### src/rtl/ifc_pkg.sv
// ---------------------------------------------------------------------------
// ifc_pkg
//   Shared definitions for the master/slave streaming link: default payload
//   width and stall period, status counter width, the master state encoding
//   and a saturating increment used by the slave's status counters.
// ---------------------------------------------------------------------------
package ifc_pkg;

    localparam int DW_DEFAULT           = 64;
    localparam int STALL_PERIOD_DEFAULT = 4;
    localparam int CNT_W                = 32;

    typedef logic [DW_DEFAULT-1:0] data_t;
    typedef logic [CNT_W-1:0]      cnt_t;

    // Master is either idle or holding a word on the link until accepted.
    typedef enum logic {
        MST_IDLE = 1'b0,
        MST_SEND = 1'b1
    } mst_state_t;

    // Status counters stick at all-ones instead of wrapping back to zero.
    function automatic cnt_t sat_inc(input cnt_t v);
        return (v == '1) ? v : v + cnt_t'(1);
    endfunction

endpackage

### src/rtl/ifc.sv
// ---------------------------------------------------------------------------
// ifc
//   Valid/ready streaming channel between one master and one slave.
//   Ports:
//     tb_clk   - link clock, all logic on posedge
//     tb_rstn  - asynchronous active-low reset
//   Signals: valid, data (master -> slave), ready (slave -> master).
// ---------------------------------------------------------------------------
interface ifc import ifc_pkg::*; #(
    parameter int DW = DW_DEFAULT
) (
    input logic tb_clk,
    input logic tb_rstn
);

    logic          valid;
    logic [DW-1:0] data;
    logic          ready;

    modport master (
        output valid,
        output data,
        input  ready,
        input  tb_clk,
        input  tb_rstn
    );

    modport slave (
        output ready,
        input  valid,
        input  data,
        input  tb_clk,
        input  tb_rstn
    );

endinterface

### src/rtl/master.sv
// ---------------------------------------------------------------------------
// master
//   Generator: presents an incrementing word sequence (0, 1, 2, ... wrapping
//   modulo 2^DW) on the link under a valid/ready handshake. Once valid is
//   raised the word is held until accepted, even if mst_en drops.
//   Ports:
//     m       - master side of the link (valid/data out, ready in, clk/rst)
//     mst_en  - allows a new word to be presented while high
// ---------------------------------------------------------------------------
module master import ifc_pkg::*; #(
    parameter int DW = DW_DEFAULT
) (
    ifc.master   m,
    input  logic mst_en
);

    mst_state_t    state_q, state_d;
    logic [DW-1:0] data_q,  data_d;
    logic [DW-1:0] next_q,  next_d;   // value to send after the current one

    // NOTE: state registers use non-blocking assignments so every flop
    // samples pre-edge values regardless of block ordering.
    always_ff @(posedge m.tb_clk or negedge m.tb_rstn) begin
        if (!m.tb_rstn) begin
            state_q <= MST_IDLE;
            data_q  <= '0;
            next_q  <= '0;
        end else begin
            state_q <= state_d;
            data_q  <= data_d;
            next_q  <= next_d;
        end
    end

    // NOTE: every output of this block is given a default first so no
    // path through the case statement can infer a latch.
    always_comb begin
        state_d = state_q;
        data_d  = data_q;
        next_d  = next_q;
        unique case (state_q)
            MST_IDLE: begin
                if (mst_en) begin
                    state_d = MST_SEND;
                    data_d  = next_q;
                end
            end
            MST_SEND: begin
                // Word stays put until ready; only a handshake moves us on.
                if (m.ready) begin
                    next_d = next_q + DW'(1);
                    if (mst_en) begin
                        data_d = next_q + DW'(1);
                    end else begin
                        state_d = MST_IDLE;
                    end
                end
            end
            default: state_d = MST_IDLE;
        endcase
    end

    assign m.valid = (state_q == MST_SEND);
    assign m.data  = data_q;

endmodule

### src/rtl/slave.sv
// ---------------------------------------------------------------------------
// slave
//   Checker: accepts words with a periodic self-imposed stall (one cycle in
//   every STALL_PERIOD, none when STALL_PERIOD is 0) plus an external stall,
//   and checks that each accepted word is the previous one plus one.
//   Ports:
//     s          - slave side of the link (ready out, valid/data in)
//     slv_stall  - forces ready low while high
//     xfer_cnt   - accepted transfers, saturating
//     err_cnt    - out-of-sequence words seen, saturating
//     last_data  - payload of the most recent accepted word
// ---------------------------------------------------------------------------
module slave import ifc_pkg::*; #(
    parameter int DW           = DW_DEFAULT,
    parameter int STALL_PERIOD = STALL_PERIOD_DEFAULT
) (
    ifc.slave             s,
    input  logic          slv_stall,
    output logic [CNT_W-1:0] xfer_cnt,
    output logic [CNT_W-1:0] err_cnt,
    output logic [DW-1:0] last_data
);

    localparam int SCW = (STALL_PERIOD > 1) ? $clog2(STALL_PERIOD) : 1;

    logic [SCW-1:0] stall_cnt, stall_cnt_d;
    logic           stall_slot;
    logic           ready_q,   ready_d;
    logic [DW-1:0]  expected_q;
    logic           xfer;

    // Free-running stall counter; the ready decision made from its current
    // value takes effect one cycle later because ready is registered.
    always_comb begin
        stall_slot  = 1'b0;
        stall_cnt_d = stall_cnt;
        if (STALL_PERIOD != 0) begin
            stall_slot  = (stall_cnt == SCW'(STALL_PERIOD - 1));
            stall_cnt_d = stall_slot ? '0 : stall_cnt + SCW'(1);
        end
        ready_d = !slv_stall && !stall_slot;
    end

    assign xfer = s.valid && ready_q;

    always_ff @(posedge s.tb_clk or negedge s.tb_rstn) begin
        if (!s.tb_rstn) begin
            stall_cnt  <= '0;
            ready_q    <= 1'b0;
            expected_q <= '0;
            xfer_cnt   <= '0;
            err_cnt    <= '0;
            last_data  <= '0;
        end else begin
            stall_cnt <= stall_cnt_d;
            ready_q   <= ready_d;
            if (xfer) begin
                xfer_cnt  <= sat_inc(xfer_cnt);
                last_data <= s.data;
                if (s.data != expected_q) begin
                    err_cnt <= sat_inc(err_cnt);
                end
                // Track what was actually received so one bad word costs
                // exactly one error, not an error on every word after it.
                expected_q <= s.data + DW'(1);
            end
        end
    end

    assign s.ready = ready_q;

endmodule

### src/rtl/ifc_mst_slv_link.sv
// ---------------------------------------------------------------------------
// ifc_mst_slv_link
//   Self-checking streaming link: master generator -> ifc -> slave checker.
//   Ports:
//     tb_clk     - clock
//     tb_rstn    - asynchronous active-low reset
//     mst_en     - master may present new words while high
//     slv_stall  - forces slave ready low while high
//     xfer_cnt   - accepted transfer count (saturating)
//     err_cnt    - sequence error count (saturating)
//     last_data  - most recently accepted payload
//     busy       - master valid currently asserted
// ---------------------------------------------------------------------------
module ifc_mst_slv_link import ifc_pkg::*; #(
    parameter int DW           = DW_DEFAULT,
    parameter int STALL_PERIOD = STALL_PERIOD_DEFAULT
) (
    input  logic             tb_clk,
    input  logic             tb_rstn,
    input  logic             mst_en,
    input  logic             slv_stall,
    output logic [CNT_W-1:0] xfer_cnt,
    output logic [CNT_W-1:0] err_cnt,
    output logic [DW-1:0]    last_data,
    output logic             busy
);

    ifc #(.DW(DW)) link (
        .tb_clk  (tb_clk),
        .tb_rstn (tb_rstn)
    );

    master #(.DW(DW)) u_master (
        .m      (link.master),
        .mst_en (mst_en)
    );

    slave #(.DW(DW), .STALL_PERIOD(STALL_PERIOD)) u_slave (
        .s         (link.slave),
        .slv_stall (slv_stall),
        .xfer_cnt  (xfer_cnt),
        .err_cnt   (err_cnt),
        .last_data (last_data)
    );

    assign busy = link.valid;

endmodule

### config.mk
export PLATFORM = sky130hd
export DESIGN_NAME = ifc_mst_slv_link
export DESIGN_NICKNAME = d
export VERILOG_FILES = /design/src/rtl/ifc_pkg.sv /design/src/rtl/ifc.sv /design/src/rtl/master.sv /design/src/rtl/slave.sv /design/src/rtl/ifc_mst_slv_link.sv
export SDC_FILE = /design/constraint.sdc
export NUM_CORES = 1
export LEC_CHECK = 0
export BUFFER_PORTS_ARGS = -buffer_cell sky130_fd_sc_hd__buf_4
export CAP_MARGIN = 20
export CORE_ASPECT_RATIO = 0.75
export CORE_UTILIZATION = 40
export CTS_CLUSTER_DIAMETER = 50
export DETAILED_ROUTE_END_ITERATION = 7
export GPL_TIMING_DRIVEN = 1
export MAX_ROUTING_LAYER = met4
export PLACE_DENSITY_LB_ADDON = 0.3
export SYNTH_ARGS = -nofsm -noshare
export SYNTH_HDL_FRONTEND = slang
export SYNTH_SLANG_ARGS = --single-unit
### constraint.sdc
create_clock -name tb_clk -period 2.45 [get_ports tb_clk]
set_input_delay 0.245 -clock tb_clk [delete_from_list [all_inputs] [get_ports tb_clk]]
set_output_delay 0.245 -clock tb_clk [all_outputs]
set_load 0.005 [all_outputs]
Word-level counts from Yosys, hierarchy flattened
Index checks and enable logic that the tools add are counted.
{"block": "op_classes", "n_div": 0, "n_eq_ne": 7, "n_bitwise": 3, "addsub": 5, "n_mux": 8, "n_lt_le_gt_ge": 0, "shifts": 0, "reduce_logical": 8, "mul": 0}
{"cell": "2-to-1 mux 64 bit", "count": 3}
{"cell": "adder 64 x 1 -> 64 bit, second input constant", "count": 2}
{"cell": "case mux 64 bit (2 select lines)", "count": 1}
{"cell": "adder 32 x 1 -> 32 bit, second input constant", "count": 2}
{"cell": "equality test 32 bit, second input constant", "count": 2}
{"cell": "inequality test 64 bit", "count": 1}
{"cell": "AND reduction 3 bit", "count": 2}
{"cell": "inequality test 2 bit, second input constant", "count": 2}
{"cell": "AND reduction 2 bit", "count": 2}
{"cell": "NOT 1 bit", "count": 3}
{"cell": "adder 2 x 1 -> 2 bit, second input constant", "count": 1}
{"cell": "equality test 2 bit, second input constant", "count": 1}
{"cell": "logical AND 1 bit", "count": 2}
{"cell": "logical NOT 1 bit", "count": 2}
{"cell": "2-to-1 mux 1 bit", "count": 2}
{"cell": "2-to-1 mux 2 bit", "count": 1}
{"cell": "inequality test 2 x 1 -> 1 bit, second input constant", "count": 1}
{"cell": "case mux 1 bit (2 select lines)", "count": 1}
{"block": "totals", "reg_bits": 324, "ram_bits": 0, "mem_count": 0, "input_bits": 4, "output_inout_bits": 129, "latchBits": 0, "romBits": 0}

Longest topological paths before layout
Gate-level depths: netlist of the first run.
{"block": "logic_depth", "ltp_word": 4, "ltp_mapped": 10}

Modules after synthesis
Synthesis of the first run repeated with hierarchy kept, for this count alone.
{"block": "hier_totals", "hier_cells": 1858, "hier_area_um2": 16938.7}
{"mod": "slave", "instances": 1, "area_per_inst_um2": 9972.1, "cells_per_inst": 1099}
{"mod": "master", "instances": 1, "area_per_inst_um2": 6966.7, "cells_per_inst": 759}

Worst setup path before layout of the first run
Ideal clock, no wire load.
{"block": "synth_timing", "path_type": "register to register", "from": "register u_master.next_q[0]", "to": "register u_master.next_q[44]", "path_buffers": 1, "setup_slack_ps": 184, "t_arrival_ps": 2141, "t_required_ps": 2324, "path_stages_with_launch": 9, "setup_ps": 126, "path_cell_list": "dfrtp_1 ha_1 nand3_1 nor2_1 nand4_4 or3_1 buf_2 or3_4 xnor2_2"}
{"block": "synth_via", "elab_chain_cells": 1}
{"item": "start, declared", "line_no": "master.sv:19", "rtl": "logic [DW-1:0] next_q, next_d;"}
{"item": "start signal, assigned", "line_no": "master.sv:31", "rtl": "next_q <= next_d;"}
{"item": "adder 64 x 1 -> 64 bit", "line_no": "master.sv:51", "rtl": "next_d = next_q + DW'(1);"}
No other way between the ends.
A chain may end at the register's enable or synchronous reset.

Final worst setup path of the first run
{"block": "layout_timing", "from": "register u_master.data_q[57] (netlist: u_master.m.data[57])", "to": "register u_slave.err_cnt[1]"}
{"block": "layout_via", "elab_chain_cells": 2}
{"item": "start, declared", "line_no": "master.sv:18", "rtl": "logic [DW-1:0] data_q, data_d;"}
{"item": "start signal, assigned", "line_no": "master.sv:30", "rtl": "data_q <= data_d;"}
{"item": "inequality test 64 bit", "line_no": "slave.sv:60", "rtl": "if (s.data != expected_q) begin"}
{"item": "AND reduction 3 bit (no line)"}
{"item": "end signal, assigned", "line_no": "slave.sv:61", "rtl": "err_cnt <= sat_inc(err_cnt);"}
{"item": "end, declared", "line_no": "slave.sv:20", "rtl": "output logic [CNT_W-1:0] err_cnt,"}
No other way between the ends.

==> metrics.cfg, run 1 <==
[status]
status=complete, but fails checks
violations=setup timing

[finish]
num_antenna_cells=0
area_growth_pct=25.4
stdcell_count=2534
layout-drive-gt1-share_pct=20.2
finalNetCount=1996

[worst_setup_path]
required_ps=2870
path_cells=xor2_1 -> nor4_2 -> nand4_1 -> nor4_4 -> a311o_2 -> buf_12 -> mux2_2
cp-startpoint=u_master.m.data[57]$_DFFE_PN0P_
crit_path_max_fanout=14
rr_worst_depth=7
cp.arrival_ps=2880
rr_endpoint=u_slave.err_cnt[1]$_DFFE_PN0P_
cp_slowest_cell=nor4_2
reg2reg_from=u_master.m.data[57]$_DFFE_PN0P_
crit_cells=7
end_kind=flop
critPathKind=reg -> reg
path_buf_inv=1
slowest_delay_ps=440
setup.worst_path.end=u_slave.err_cnt[1]$_DFFE_PN0P_
crit_family=simple AND/OR/NAND/NOR gates
cp-start-kind=flop
r2r_setup_slack_ps=-9

[clock_tree]
cts_tree=done
cts-root-buf=clkbuf_16
cts_buffers=39
clk_pin_slew_ps=60
clockBufferDepth=3
clkLatencyLatePin_ps=550
post_cts_buffers=0
h-tree-depth=2
cts_sinks=324

[synth]
synth_edf_count=0
synth_top_area_cell=dfrtp_1
yosysWarnings=0
synthArstFlopShare_pct=100
synthFlopType=dfrtp_1
synth_nets=1754
synth_top_area_share_pct=50.3
syn_avg_cell_area_um2=9.23
synth_area_leaders=dfrtp_1 (50%), xor2_1 (11%), nand2_1 (10%)
ys_types=52
ys_ff_latch=324
synth.most_common_cell=nand2_1
synthesis.area_um2=16100
syn_inst=1745
synth_commonest_cells=nand2_1 (442), dfrtp_1 (324), xor2_1 (202), nor2_1 (123), xnor2_1 (110)
yosysSeqAreaShare_pct=50.3

[route]
num_vias=12936
wire_per_inst_um=17.4
routed_wl_um=44100
firstDrtPassIters=7
drt_iter0_drc=1236
viasPerCell=5.10
post-route-drc-count=0
ant_nets=0

[grt]
grt_pass1_wl_um=71100
grt_max_degree=147
overflow=0
antenna_found_initial=3
grt_pass1_vias=12590
grt_use_total_pct=22.7

[timing]
setup_viol=1
fin_crit_ps=2460
max_freq_mhz=407
final.setup_skew_ps=28.6
slew_violations=0
slew_headroom_pct=57.4
rsz0062_at_grt=yes
worst_slew_pin_slew_ps=639
finalHoldViolCount=0
whs_ps=248
fin_crit_sh_pct=100
worst_slack_ps=-9.39

[floorplan]
initial_core_util_pct=40.7
die_h_um=176
dieArea_um2=41100
io_pins=133
die_x_um=234
core_um2=39600
fp-row-count=63

[place]
globalplace.congestion=0.907
port_buffers=132
hpwl_um=32200
place_inst=2462
dpl_worst_slack_ps=-281

[flow_run]
maxCapViolations=0

[power_and_ir_drop]
power.leakage_uw=0.00981
p_per_area_nw_per_um2=673
ir_drop_mv=0.485

[min_path]
hp-class=in -> async

-- cells in the final DEF (no fill, tap or decap), types with 30 or more instances in the layout --
| master | n |
|---|---|
| nor3_1 | 30 |
| o21ai_1 | 30 |
| dfrtp_1 | 323 |
| nand4_1 | 66 |
| nand3_1 | 61 |
| nand2_1 | 440 |
| buf_4 | 283 |
| xor2_1 | 199 |
| o21ai_0 | 96 |
| nor2_1 | 121 |
| and3_1 | 31 |
| clkbuf_16 | 40 |
| xnor2_1 | 109 |
-- worst register-to-register path: stages (launching register included) --
cell     delay (ps)
dfrtp_1         390
xor2_1          190
nor4_2          440
nand4_1         210
nor4_4          360
a311o_2         240
buf_12          160
mux2_2          340
-- layer usage --
layer,global-route usage [%],up-vias,wire length (um)
met3,4.11,64,3030
li1,-,6235,-
met4,5.28,0,816
met2,30.3,386,18300
met5,-,-,0
met1,35.1,6251,22000
-- report_power, final --
part	leakage [uW]	internal (uW)	total, uW	switching [uW]
Sequential	0.00447	5620	5910	295
Combinational	0.00467	674	1510	832
Clock	0.000673	3790	6180	2390
-- how the worst min path moves through the flow --
stage                     startpoint                                 to  slack [ps]
after CTS                    tb_rstn    u_slave.err_cnt[22]$_DFFE_PN0P_         250
after floorplan              tb_rstn     u_master.m.data[0]$_DFFE_PN0P_         -50
final                        tb_rstn    u_slave.err_cnt[22]$_DFFE_PN0P_         250
after global placement       tb_rstn    u_slave.err_cnt[24]$_DFFE_PN0P_         240
after global routing         tb_rstn    u_slave.err_cnt[22]$_DFFE_PN0P_         280
after detailed placement     tb_rstn  u_slave.last_data[50]$_DFFE_PN0P_         240
-- area by class of cell --
type,count,area (um^2)
Clock buffer,47,1080
Fill cell,3672,19400
Inverter,14,52.6
Clock inverter,21,308
Multi-Input combinational cell,1310,7620
Timing Repair Buffer,298,2390
Sequential cell,324,8110
Tap cell,520,651
-- state kept, by name (all words and copies together) (netlist names) --
signal,count
u_master.next_q,64
u_slave.xfer_cnt,32
u_master.m.valid,1
u_slave.last_data,64
u_master.m.data,64
u_slave.err_cnt,32
u_slave.s.ready,1
u_slave.stall_cnt,2
u_slave.expected_q,64
-- through the flow --
step | total power [uW] | TNS, ps | util (%) | instance area (um^2)
floorplan | 6690 | 0 | - | 16100
global placement | 7380 | -4030 | 47.2 | 18700
detailed placement | 7420 | -5740 | 47.2 | 18700
CTS | 13700 | 0 | 50.8 | 20100
global route | 14200 | -445 | 51.1 | 20200
finish | 13600 | -9.39 | 51.1 | 20200
-- what timing repair did --
item	CTS	global route
resized for setup	4	14
pin swaps	2	1
endpoints found under the setup margin	32	28
gates cloned	0	1
hold buffers	3	0
hold endpoints to repair	59	0
-- logic make-up (layout without fill, tap and decap cells) --
logic type                 count (synthesis)  count (layout)  share of synthesized area [%]
adders and majority gates                  5               5                          0.388
DFF                                      324             324                           50.3
muxes                                      2               2                          0.132
xor gates and xnor gates                 313             313                           17.1
and+or+nand+nor                          856             856                           24.7
buffers and inverters                    111             380                           3.04
AOI/OAI and AO/OA                        134             134                           4.34
Note: power is estimated with default switching activity, not from simulation.
==> run 2, diff against run 1 <==
RECOVER_POWER = 50   (was unset)
==> run 2 against run 1 <==
The run ends with DRC, capacitance limit, slew limit, setup timing left. Via count down 0.19%. Non-clock buffer count stayed put. Clock skew increased by 1.1 ps. Largest power group unchanged. Highest routed layer unchanged.
==> metrics.cfg, run 2 (synthesis results as in run 1) <==
[finish]
multiInputGateArea_um2=7620  ; unchanged
area_growth_pct=25.0
final_cell_mix=nand2_1 (440), dfrtp_1 (323), buf_4 (227)
fin_area_um2=20100  ; -0.37%
finalNetCount=1996  ; unchanged
layout-drive-gt1-share_pct=19.9  ; -0.30 points
num_antenna_cells=0  ; unchanged
fillers=3688  ; +0.44%
seqCellArea_um2=8110  ; unchanged
layout_commonest_cell=nand2_1

[place]
hpwl_um=32200  ; unchanged
dpl_worst_slack_ps=-281  ; unchanged
dpl_cell_area_um2=18700  ; unchanged
port_buffers=132  ; unchanged
globalplace.congestion=0.907  ; unchanged

[floorplan]
core_um2=39600  ; unchanged
io_pins=133  ; unchanged
initial_core_util_pct=40.7  ; unchanged
fp-row-count=63  ; unchanged
dieArea_um2=41100  ; unchanged
die_x_um=234  ; unchanged
die_h_um=176  ; unchanged

[clock_tree]
clk_pin_slew_ps=60  ; about the same
h-tree-depth=2  ; unchanged
cts_buffers=39  ; unchanged
clkLatencyLatePin_ps=550  ; about the same
post_cts_buffers=0  ; unchanged
cts_sinks=324  ; unchanged
cts-root-buf=clkbuf_16
cts_tree=done
clockBufferDepth=3  ; unchanged

[worst_setup_path]
rr_endpoint=u_slave.err_cnt[1]$_DFFE_PN0P_
crit_path_max_fanout=14  ; unchanged
required_ps=2870  ; about the same
slowest_delay_ps=450  ; about the same
path_buf_inv=1  ; unchanged
cp-start-kind=flop
critPathKind=reg -> reg
reg2reg_from=u_master.m.data[25]$_DFFE_PN0P_
rr_worst_depth=7  ; unchanged
path_cells=xor2_1 -> nor4_1 -> nand4_1 -> nor4_4 -> a311o_2 -> buf_12 -> mux2_2
end_kind=flop
cp.arrival_ps=2880  ; about the same
crit_family=simple AND/OR/NAND/NOR gates
r2r_setup_slack_ps=-10  ; about the same
cp_slowest_cell=dfrtp_1

[grt]
overflow=0  ; unchanged
antenna_found_initial=3  ; unchanged
grt_use_total_pct=22.7  ; unchanged
grt_pass1_vias=12590  ; unchanged
grt_pass1_wl_um=71100  ; unchanged
grt_max_degree=147  ; unchanged

[timing]
fin_crit_sh_pct=101  ; +0.14 points
tns_ps=-12.8  ; -3.44 ps
slew_headroom_pct=-11.5  ; -69 points
max_freq_mhz=406  ; -0.14%
rsz0062_at_grt=yes
worst_slew_pin_slew_ps=1670  ; +1030 ps
slew_violations=63  ; +63
setup_viol=1  ; unchanged
fin_crit_ps=2460  ; +3.44 ps
final.setup_skew_ps=29.7  ; +1.11 ps
worst_slack_ps=-12.8  ; -3.44 ps
finalHoldViolCount=0  ; unchanged

[power_and_ir_drop]
power.leakage_uw=0.00974  ; -0.72%
p_per_area_nw_per_um2=675  ; +0.27%
ir_drop_mv=0.485  ; about the same

[route]
wire_per_inst_um=17.4  ; about the same
num_vias=12912  ; -0.19%
firstDrtPassIters=8  ; +1
viasPerCell=5.10  ; -0.19%
drt_iter0_drc=1239  ; +0.24%
routed_wl_um=44100  ; about the same
ant_nets=0  ; unchanged
post-route-drc-count=10  ; +10

[status]
violations=DRC, capacitance limit, slew limit, setup timing
status=complete, but fails checks

[min_path]
whs_path_depth=3
hp-class=in -> reg
hold_end=u_slave.s.ready$_DFF_PN0_
hp-start=slv_stall

[flow_run]
maxCapViolations=1  ; +1

==> run 2: metrics by stage <==
step / hold slack (ps) / instances / total power, uW / util [%]
5_1_grt: 443 / 2534 / 14200 / 50.9
4_1_cts: 252 / 2533 / 13700 / 50.8
2_1_floorplan: -50.6 / 1745 / 6690 / -
3_5_place_dp: 241 / 2462 / 7420 / 47.2
3_3_place_gp: 237 / 2462 / 7380 / 47.2
6_report: 414 / 2534 / 13600 / 50.9
==> run 2: final cells by class <==
class                   instances  share of cell area (%)
flip-flops and latches        324                    40.3
multi-input cells            1310                    37.9
repair buffers                298                    11.5
clock buffers                  47                    5.34
well taps                     520                    3.23
clock inverters                21                    1.53
inverters                      14                   0.261
==> run 2: worst max path at each step <==
stage | depth (start not counted) | to | startpoint | slack, ps
final | 7 | u_slave.err_cnt[1]$_DFFE_PN0P_ | u_master.m.data[25]$_DFFE_PN0P_ | -10
after floorplan | 8 | u_master.next_q[44]$_DFFE_PN0P_ | u_master.next_q[0]$_DFFE_PN0P_ | 180
after global placement | 7 | u_slave.err_cnt[1]$_DFFE_PN0P_ | u_master.m.data[56]$_DFFE_PN0P_ | -230
after CTS | 8 | u_slave.err_cnt[1]$_DFFE_PN0P_ | u_master.m.data[36]$_DFFE_PN0P_ | 6
after detailed placement | 8 | u_slave.err_cnt[1]$_DFFE_PN0P_ | u_master.m.data[12]$_DFFE_PN0P_ | -280
after global routing | 10 | u_slave.err_cnt[16]$_DFFE_PN0P_ | u_master.m.data[36]$_DFFE_PN0P_ | -70
==> run 2: power breakdown <==
part | internal (uW) | switching [uW] | total (uW)
combinational | 661 | 832 | 1490
clock | 3790 | 2390 | 6180
sequential | 5620 | 294 | 5910
==> run 2: metal layers <==
layer,part of all wire [%],GRT usage (%),up-vias
met2,41,30.3,357
li1,-,-,6237
met4,1.9,5.28,0
met3,6.4,4.11,65
met1,50,35.1,6253
met5,0,-,-
==> run 2: repair_timing <==
action / 4_1_cts / 5_1_grt
cloned: 0 / 1
pin swaps: 2 / 1
endpoints found under the hold margin: 59 / 0
setup endpoints to repair: 32 / 28
resized for setup: 4 / 14
hold buffers: 3 / 0
==> run 2: tightest hold or removal path, stage by stage <==
cell and delay [ps]:
dlygate4sd3_1 520, buf_4 100, nor2_1 30
==> run 3, diff against run 2 <==
CELL_PAD_IN_SITES_DETAIL_PLACEMENT = 0   (was unset)
CELL_PAD_IN_SITES_GLOBAL_PLACEMENT = 1   (was unset)
CORE_MARGIN = 1.5   (was unset)
SYNTH_HIERARCHICAL = 1   (was unset)
==> run 3 against run 2 <==
The run now ends clean. Combinational power is 36% higher. Synthesized area increased by 5.2%. Sequential power up 7.3%. Total power increased by 5.6%. Sequential share of layout area down 1.6 points. Largest power group is now sequential cells. Non-clock buffer count rose by 15. Critical endpoint is now u_master/m.data[44]$_DFFE_PN0P_.
==> metrics.cfg, run 3 <==
[status]
status=complete, no violations

[timing]
fin_crit_ps=2360  ; -102 ps
rsz0062_at_grt=no
setup_viol=0  ; -1
fin_crit_sh_pct=96.4  ; -4.2 points
final.setup_skew_ps=15.5  ; -14.2 ps
slew_violations=0  ; -100%
worst_slew_pin_slew_ps=1480  ; -189 ps
max_freq_mhz=424  ; +4.3%
finalHoldViolCount=0  ; unchanged
tns_ps=0  ; +12.8 ps
slew_headroom_pct=1.08  ; +13 points

[worst_setup_path]
r2r_setup_slack_ps=90  ; +100 ps
rr_worst_depth=6  ; -1
cp-startpoint=u_master/next_q[7]$_DFFE_PN0P_
path_cells=nand3_2 -> nor4_2 -> buf_4 -> nand4_1 -> xor2_1 -> o21ai_0
cp-start-kind=flop
cp_slowest_cell=dfrtp_1
critPathKind=reg -> reg
end_kind=flop
crit_path_max_fanout=9  ; -5
cp.arrival_ps=2770  ; -110 ps
reg2reg_from=u_master/next_q[7]$_DFFE_PN0P_
slowest_delay_ps=530  ; +80 ps
rr_endpoint=u_master/m.data[44]$_DFFE_PN0P_
required_ps=2860  ; about the same
setup.worst_path.end=u_master/m.data[44]$_DFFE_PN0P_

[clock_tree]
clockBufferDepth=3  ; unchanged
cts_sinks=324  ; unchanged
cts_buffers=39  ; unchanged
cts_tree=done
cts-root-buf=clkbuf_16
clk_pin_slew_ps=60  ; about the same
h-tree-depth=2  ; unchanged
clkLatencyLatePin_ps=550  ; about the same

[route]
wire_per_inst_um=20.7  ; +19%
firstDrtPassIters=5  ; -3
post-route-drc-count=0  ; -10
num_vias=14671  ; +14%
wl_met1_um=28200  ; +27%
top_layer_used=met4
routed-wl-met2_um=22700  ; +24%
drt_iter0_drc=1529  ; +23%
ant_nets=0  ; unchanged
routed_wl_um=55900  ; +27%
wl_met3_um=4040  ; +44%
viasPerCell=5.45  ; +7.0%

[grt]
overflow=0  ; unchanged
grt_max_degree=117  ; -20%
grt_pass1_wl_um=86400  ; +22%
grt_pass1_vias=14024  ; +11%
grt_use_total_pct=26.7  ; +3.9 points
antenna_found_initial=1  ; -2

[floorplan]
die_x_um=241  ; +3.0%
core_um2=41900  ; +5.8%
dieArea_um2=43600  ; +6.1%
die_h_um=181  ; +3.1%
initial_core_util_pct=40.4  ; -0.26 points
io_pins=133  ; unchanged
fp-row-count=65  ; +3.2%

[synth]
synth_commonest_cells=nand2_1 (383), dfrtp_1 (324), xor2_1 (198), nor2_1 (114), o21ai_0 (113)
synth_edf_count=0  ; unchanged
synth_area_leaders=dfrtp_1 (48%), xor2_1 (10%), nand2_1 (8.5%)
synth_top_area_cell=dfrtp_1
syn_inst=1858  ; +6.5%
synthesis.area_um2=16900  ; +5.2%
ys_ff_latch=324  ; unchanged
synth_nets=1867  ; +6.4%
synth.most_common_cell=nand2_1
synthFlopType=dfrtp_1
syn_avg_cell_area_um2=9.12  ; -1.2%
synth_top_area_share_pct=47.9  ; -2.5 points
yosysSeqAreaShare_pct=47.9  ; -2.5 points
synthArstFlopShare_pct=100  ; unchanged
ys_types=55  ; +5.8%
yosysWarnings=6  ; +6

[finish]
fin_area_um2=21000  ; +4.2%
layout_commonest_cell=nand2_1
area_growth_pct=23.9
num_antenna_cells=0  ; unchanged
layout-drive-gt1-share_pct=19.6  ; -0.22 points
stdcell_count=2692  ; +6.2%
post-route-util_pct=50.1  ; -0.77 points
finalNetCount=2104  ; +5.4%
final_cell_mix=nand2_1 (381), dfrtp_1 (323), buf_4 (245)

[place]
dpl_cell_area_um2=19600  ; +5.2%
place_inst=2620  ; +6.4%
hpwl_um=42200  ; +31%
globalplace.congestion=0.974  ; +7.4%
port_buffers=132  ; unchanged

[power_and_ir_drop]
power.leakage_uw=0.00989  ; +1.6%
p_per_area_nw_per_um2=684  ; +1.3%
ir_drop_mv=0.569  ; +17%
finalPower_uw=14400  ; +5.6%

[flow_run]
maxCapViolations=0  ; -1

[min_path]
hp-start=mst_en
hp-class=in -> reg

-- run 3: changes by cell type in the layout (fill, tap and decap cells not counted), sizes merged, moves of 9 or more --
cell and delta:
xnor2 -28, a31oi +23, nor2 -9, nor4 +31, nand3 +32, nor3 +26, buf +18, nand2 -59
or3 +16, or4 +13, nand4 +42
-- run 3: metal layers --
metal  up-vias  track usage [%]
li1       6905                -
met1      7190             42.1
met2       502             35.3
met3        74             4.55
met4         0             4.86
met5         -                -
-- run 3: report_power, final --
| part | internal (uW) | switching [uW] | total, uW |
|---|---|---|---|
| clock network | 3590 | 2400 | 5990 |
| logic | 891 | 1140 | 2030 |
| registers | 5790 | 552 | 6340 |
| total | 10300 | 4090 | 14400 |
-- run 3: worst min-delay path by stage --
stage	end	slack (ps)	cells past startpoint
floorplan	u_master/m.data[0]$_DFFE_PN0P_	-50	0
global placement	u_slave/last_data[22]$_DFFE_PN0P_	210	1
global route	u_master/m.valid$_DFF_PN0_	80	3
detailed placement	u_slave/last_data[20]$_DFFE_PN0P_	200	1
CTS	u_master/m.valid$_DFF_PN0_	70	3
finish	u_master/m.valid$_DFF_PN0_	100	3
-- run 3: kinds of logic (layout without fill, tap and decap cells) --
kind of cell | count (synthesis) | in the layout | share of synthesized area (%)
and+or+nand+nor | 943 | 943 | 28.0
AOI/OAI and AO/OA | 164 | 164 | 5.37
DFF | 324 | 324 | 47.9
muxes | 7 | 7 | 0.443
adders and majority gates | 5 | 5 | 0.369
xor gates and xnor gates | 281 | 281 | 14.5
buffers and inverters | 134 | 399 | 3.38
-- run 3: stage by stage --
step	hold WS, ps	setup WS (ps)
after floorplan	-50.6	327
after global placement	209	11.6
after detailed placement	202	41.2
after CTS	72.6	11.5
after global routing	84.1	4.55
final	98.5	89.2
-- run 3: layout make-up --
class	instances	area [um^2]
flip-flops and latches	324	8110
multi-input cells	1400	8370
clock inverters	18	225
fillers	4061	20900
repair buffers	313	2410
clock buffers	51	1090
inverters	17	63.8
well taps	569	712
-- run 3: what timing repair did --
item | CTS | global route
setup endpoints to repair | 0 | 39
hold buffers | 2 | 0
endpoints found under the hold margin | 43 | 0
setup buffers | 0 | 1
gates resized for setup | 0 | 15
-- run 3: worst max-delay path, delay by kind of cell, from the launching register on --
kind	cells	cell delay [ps]
buffers and inverters	1	200
DFF	1	530
AOI/OAI and AO/OA	1	130
xor gates and xnor gates	1	400
and+or+nand+nor	3	950
